### config.mk
export PLATFORM = sky130hd
export DESIGN_NAME = pc_fetch_ctrl
export DESIGN_NICKNAME = d
export VERILOG_FILES = /design/src/rtl/fetch_pkg.sv /design/src/rtl/pc_fetch_ctrl.sv
export SDC_FILE = /design/constraint.sdc
export NUM_CORES = 1
export LEC_CHECK = 0
export ABC_AREA = 1
export CAP_MARGIN = 30
export CORE_UTILIZATION = 35
export CTS_CLUSTER_DIAMETER = 200
export DETAILED_ROUTE_END_ITERATION = 8
export GPL_TIMING_DRIVEN = 0
export PLACE_DENSITY = 0.72
export SLEW_MARGIN = 20
export SYNTH_ARGS = -nofsm -noshare
export SYNTH_HDL_FRONTEND = slang
export SYNTH_SLANG_ARGS = --single-unit
export TNS_END_PERCENT = 50
### constraint.sdc
create_clock -name clk -period 9.75 [get_ports clk]
set_input_delay 1.95 -clock clk [delete_from_list [all_inputs] [get_ports clk]]
set_output_delay 1.95 -clock clk [all_outputs]
set_load 0.01 [all_outputs]
### src/rtl/fetch_pkg.sv
// Shared definitions for the fetch front end: FSM state encoding and
// default PC/address parameters.
package fetch_pkg;

  typedef enum logic [1:0] {
    BOOT   = 2'd0,
    BUBBLE = 2'd1,
    RUN    = 2'd2,
    HALT   = 2'd3
  } fetch_state_e;

  localparam int              XLEN     = 64;
  localparam logic [XLEN-1:0] RESET_PC = 64'h0;
  localparam int              PC_STEP  = 4;
  localparam int              CNT_W    = 32;

endpackage

### src/rtl/pc_fetch_ctrl.sv
// Program-counter register and fetch-issue control wrapped around an external
// 2:1 next-PC mux; handles stall, halt/resume, redirects and fetch counting.
module pc_fetch_ctrl #(
  parameter int              XLEN     = fetch_pkg::XLEN,
  parameter logic [XLEN-1:0] RESET_PC = fetch_pkg::RESET_PC,
  parameter int              PC_STEP  = fetch_pkg::PC_STEP,
  parameter int              CNT_W    = fetch_pkg::CNT_W
) (
  input  logic             clk,
  input  logic             reset,
  input  logic             branch_taken,
  input  logic [XLEN-1:0]  branch_target,
  input  logic             stall,
  input  logic             halt,
  input  logic             resume,
  output logic [XLEN-1:0]  mux_a,
  output logic [XLEN-1:0]  mux_b,
  output logic             mux_sel,
  input  logic [XLEN-1:0]  mux_out,
  output logic [XLEN-1:0]  pc_out,
  output logic             pc_valid,
  input  logic             pc_ready,
  output logic             misalign,
  output logic [CNT_W-1:0] fetch_count
);
  import fetch_pkg::*;

  localparam logic [XLEN-1:0] STEP_MASK = XLEN'(PC_STEP - 1);

  fetch_state_e     state_r, state_nx_s;
  logic [XLEN-1:0]  pc_r;
  logic [CNT_W-1:0] cnt_r;
  logic             misalign_r;
  logic             pc_valid_r;
  logic             pc_load_s;
  logic             cnt_inc_s;
  logic             misalign_set_s;
  logic             target_aligned_s;

  assign mux_a       = pc_r + XLEN'(PC_STEP);
  assign mux_b       = branch_target;
  assign mux_sel     = branch_taken;
  assign pc_out      = pc_r;
  assign pc_valid    = pc_valid_r;
  assign misalign    = misalign_r;
  assign fetch_count = cnt_r;

  assign target_aligned_s = ((branch_target & STEP_MASK) == {XLEN{1'b0}});

  // Next-state and datapath enables; redirect beats halt beats normal flow.
  always_comb begin
    state_nx_s     = state_r;
    pc_load_s      = 1'b0;
    cnt_inc_s      = 1'b0;
    misalign_set_s = 1'b0;
    if (state_r == BOOT) begin
      state_nx_s = RUN;
    end else if (branch_taken) begin
      if (target_aligned_s) begin
        pc_load_s  = 1'b1;
        state_nx_s = halt ? HALT : BUBBLE;
      end else begin
        misalign_set_s = 1'b1;
        state_nx_s     = HALT;
      end
    end else if (halt) begin
      state_nx_s = HALT;
    end else begin
      case (state_r)
        RUN: begin
          if (pc_ready && !stall) begin
            pc_load_s = 1'b1;
            cnt_inc_s = 1'b1;
          end else begin
            pc_load_s = 1'b0;
          end
          state_nx_s = RUN;
        end
        BUBBLE: state_nx_s = RUN;
        HALT: begin
          // A misaligned redirect pins the core in HALT until reset.
          if (resume && !misalign_r) begin
            state_nx_s = RUN;
          end else begin
            state_nx_s = HALT;
          end
        end
        default: state_nx_s = BOOT;
      endcase
    end
  end

  // State, PC, counter and status registers.
  always_ff @(posedge clk or posedge reset) begin
    if (reset) begin
      state_r    <= BOOT;
      pc_r       <= RESET_PC;
      cnt_r      <= {CNT_W{1'b0}};
      misalign_r <= 1'b0;
      pc_valid_r <= 1'b0;
    end else begin
      state_r    <= state_nx_s;
      pc_valid_r <= (state_nx_s == RUN);
      if (pc_load_s) begin
        pc_r <= mux_out;
      end
      if (cnt_inc_s) begin
        cnt_r <= cnt_r + CNT_W'(1);
      end
      if (misalign_set_s) begin
        misalign_r <= 1'b1;
      end
    end
  end

endmodule

==> summary by stage <==
Clock tree
The later pin in the worst-skew pair is clocked with a latency of 0.36 ns. Gates resized during post-CTS repair numbered 0. Once the clock tree was built, the setup fixing pass inserted 0 buffers. CTS saw 100 sinks. TritonCTS built the clock tree.

The number of CTS-inserted buffers is 9. The clock-pin transition on the worst setup and hold timing paths is 0.07 ns. The tree is rooted in a sky130_fd_sc_hd__clkbuf_16.

The H-tree was split into 3 levels. In this run, post-CTS hold repair placed 0 buffers. The maximum root-to-sink buffer count is 2.

Synth
The count of unique library cells instantiated by Yosys is 32. The netlist area before placement is 6970 µm². The mean cell area of the mapped netlist is 6.93 µm². After technology mapping, the gate count stands at 1,006.

The post-synthesis sequential area ratio is 0.359. Counting every net in the synthesized netlist gives 1,143. The synthesized design contains 100 register bits. The count of yosys warnings during synthesis is 0.

Global routing
The pin count of the biggest net entering global routing is 77. In the global route stage, overall resource usage came out at 0.259. The number of antenna violations at the first check in global routing is 1. The first global-routing pass estimated 39,100 µm of wire. The via count of the first global-routing pass is 7,103.

The aggregate global routing overflow is 0.

Die
The total area inside the core boundary comes to 19,500 µm². The initial core utilization is 0.358. The floorplan die area is 20,500 µm².

The die is 143 µm tall. The number of top-level design ports is 362. The floorplan has 51 rows.

The horizontal extent of the die is 143 µm.

Job
Max-cap violations in this run came to 0.

Timing
Across the routed clock network, the largest skew measured is 0.00940 ns. The maximum clock frequency is 196 MHz. For the finished layout, the period the worst path requires is 5.10 ns. After routing, the total negative slack on setup checks comes to 0 ns.

The number of hold-slack violations in the final timing report is 0. The setup-violating endpoint count in the final report is 0. The max-slew violation count is 0. At the pin with the least slew margin, the transition time is 0.572 ns. Setup repair after global routing left no endpoint under its margin. Measured against its own limit, the worst slew margin works out to 0.617. In the finished design, the share of the clock period the worst path needs comes to 0.523.

Run status
The run finished with clean final reports.

Setup path
The cell type of the slowest stage on the worst timing path is sky130_fd_sc_hd__clkdlybuf4s50_1. The largest single stage delay on the critical path is 0.55 ns. The critical path is of the in -> out type.

The critical path startpoint category is a primary input. The critical path arrival is 3.15 ns. By instance count, the cell type seen most on the critical path is sky130_fd_sc_hd__clkdlybuf4s50_1.

STA puts the critical path data required time at 7.80 ns. The worst setup path is captured at an output pin. Of all nets on the critical path, the largest fanout is 5. The signal on the critical path passes through clkdlybuf4s50_1, buf_4, clkdlybuf4s50_1.

Detailed routing
In this run the remaining antenna-violating nets after routing total 0. The via total after detailed routing is 7,448. In this run, the number of DRC markers left after iteration 0 of detailed routing was 417. For this run, design rule violations remaining after detail routing come to 0. The count of TritonRoute iterations in the first routing pass is 5. The total wire length is 26,500 µm. Dividing the detail-routed via count by the number of cells gives 4.70.

In the final routed layout, each cell accounts on average for 16.7 µm.

Power and ir drop
The power per unit of standard cell area is 135 nW/µm². The total power is 1.44 mW. The leakage power total is 4.56 nW. IR analysis of the VDD net gives a maximum drop of 0.0886 mV.

Finish
The fraction of final layout cells with drive strength greater than 1 is 0.111. At the end of the flow, the number of nets in the layout was 1,454. The number of diodes is 0.

The area added between synthesis and finish is 52.8%.

Place
The half-perimeter wire length after detailed placement is 22,000 µm. During placement, the flow inserted port buffers numbering 299. Routability-driven placement finished with a final weighted congestion of 0.933.

Hold path
The path class of the tightest hold or removal check is reg -> reg.
[sequential cells by signal (all words and copies together), names as in the netlist]
signal and count:
state_r 2, misalign 1, pc_valid 1, pc_out 64, fetch_count 32
[routing by layer]
metal,up-vias,track usage,share of wire
met3,40,0.0791,0.087
met2,294,0.459,0.50
met4,0,0.0917,0.030
met5,-,0,0
li1,3680,-,-
met1,3434,0.291,0.39
[cell usage in the layout, fill, tap and decap left out, drive strengths merged]
| cell type | netlist | layout |
|---|---|---|
| dfrtp | 100 | 100 |
| or2 | 1 | 1 |
| nor3 | 9 | 9 |
| nand2 | 344 | 344 |
| and2 | 8 | 8 |
| xnor2 | 14 | 14 |
| o21ai | 57 | 57 |
| nor2 | 155 | 155 |
| buf | 79 | 80 |
| inv | 98 | 100 |
| o31ai | 1 | 1 |
| ha | 2 | 2 |
| clkdlybuf4s50 | 0 | 299 |
| clkbuf | 4 | 14 |
| nand3b | 2 | 2 |
| nand4 | 18 | 18 |
| clkinv | 0 | 1 |
| nor3b | 1 | 1 |
| bufinv | 0 | 2 |
| nand3 | 68 | 68 |
| xor2 | 45 | 45 |
[area by class of cell]
class	count	area [µm²]
Timing Repair Buffer	300	3020
Tap cell	265	332
Sequential cell	100	2500
Multi-Input combinational cell	725	3490
Clock buffer	10	239
Inverter	98	373
Fill cell	1911	8820
Buffer	83	603
Clock inverter	5	82.6
[per-stage QoR]
step | worst slack [ns] | hold slack, ns | util | area [µm²] | instances
after floorplan | 5.18 | 0.520 | - | 6970 | 1006
after global placement | 3.45 | 0.463 | 0.529 | 10300 | 1570
after detailed placement | 4.64 | 0.471 | 0.531 | 10300 | 1571
after CTS | 4.64 | 0.488 | 0.547 | 10600 | 1586
after global routing | 4.61 | 0.520 | 0.547 | 10600 | 1586
final | 4.65 | 0.481 | 0.547 | 10600 | 1586
[cells in the mapped netlist]
master	number	share of area
sky130_fd_sc_hd__nor3_2	3	0.0043
sky130_fd_sc_hd__o21ai_1	6	0.0043
sky130_fd_sc_hd__and2_1	6	0.0054
sky130_fd_sc_hd__inv_1	94	0.051
sky130_fd_sc_hd__nand2_4	2	0.0032
sky130_fd_sc_hd__nor3b_1	1	0.0011
sky130_fd_sc_hd__buf_6	4	0.0065
sky130_fd_sc_hd__nor2_2	14	0.013
sky130_fd_sc_hd__nand2_1	333	0.18
sky130_fd_sc_hd__o31ai_1	1	0.0011
sky130_fd_sc_hd__nand3_1	66	0.047
sky130_fd_sc_hd__dfrtp_1	100	0.36
sky130_fd_sc_hd__nor3_4	1	0.0023
sky130_fd_sc_hd__nand3_2	2	0.0029
sky130_fd_sc_hd__and2_4	2	0.0025
sky130_fd_sc_hd__xor2_2	2	0.0047
sky130_fd_sc_hd__nor2_1	131	0.071
sky130_fd_sc_hd__o21ai_0	51	0.037
sky130_fd_sc_hd__nand2_2	9	0.0081
sky130_fd_sc_hd__clkbuf_1	4	0.0022
sky130_fd_sc_hd__nand3b_1	2	0.0022
sky130_fd_sc_hd__xor2_1	43	0.054
sky130_fd_sc_hd__inv_2	4	0.0022
sky130_fd_sc_hd__nand4_1	17	0.015
sky130_fd_sc_hd__ha_1	2	0.0036
sky130_fd_sc_hd__or2_2	1	0.00090
sky130_fd_sc_hd__buf_4	67	0.072
sky130_fd_sc_hd__nor3_1	5	0.0036
sky130_fd_sc_hd__nand4_2	1	0.0018
sky130_fd_sc_hd__nor2_4	10	0.016
sky130_fd_sc_hd__buf_2	8	0.0057
sky130_fd_sc_hd__xnor2_1	14	0.018
[worst paths after layout]
path | from | end | slack (ns) | cells past startpoint
max in group asynchronous | reset | pc_out[28] | 7.16 | 3
min reg2reg | misalign | misalign | 0.48 | 2
min in group asynchronous | reset | fetch_count[16] | 1.92 | 2
max reg2reg | state_r[0] | pc_out[17] | 8.05 | 7
min | misalign | misalign | 0.48 | 2
max | branch_taken | mux_sel | 4.65 | 3
[worst max-delay path: cells and delay by family]
family | cells | cell delay (ns)
buffers and inverters | 3 | 1.20
[power by group]
part | internal, mW | switching (mW)
registers | 0.462 | 0.0757
logic | 0.275 | 0.217
clock network | 0.232 | 0.174
[logic make-up after synthesis]
| logic type | after synthesis | synth area share |
|---|---|---|
| AND/OR/NAND/NOR | 606 | 0.380 |
| adder cells (fa/ha/maj) | 2 | 0.00359 |
| AO/OA/AOI/OAI | 58 | 0.0420 |
| XOR/XNOR | 59 | 0.0763 |
| flip-flops | 100 | 0.359 |
| buffers and inverters | 181 | 0.139 |
No activity file was read; power rests on OpenSTA's default activity.
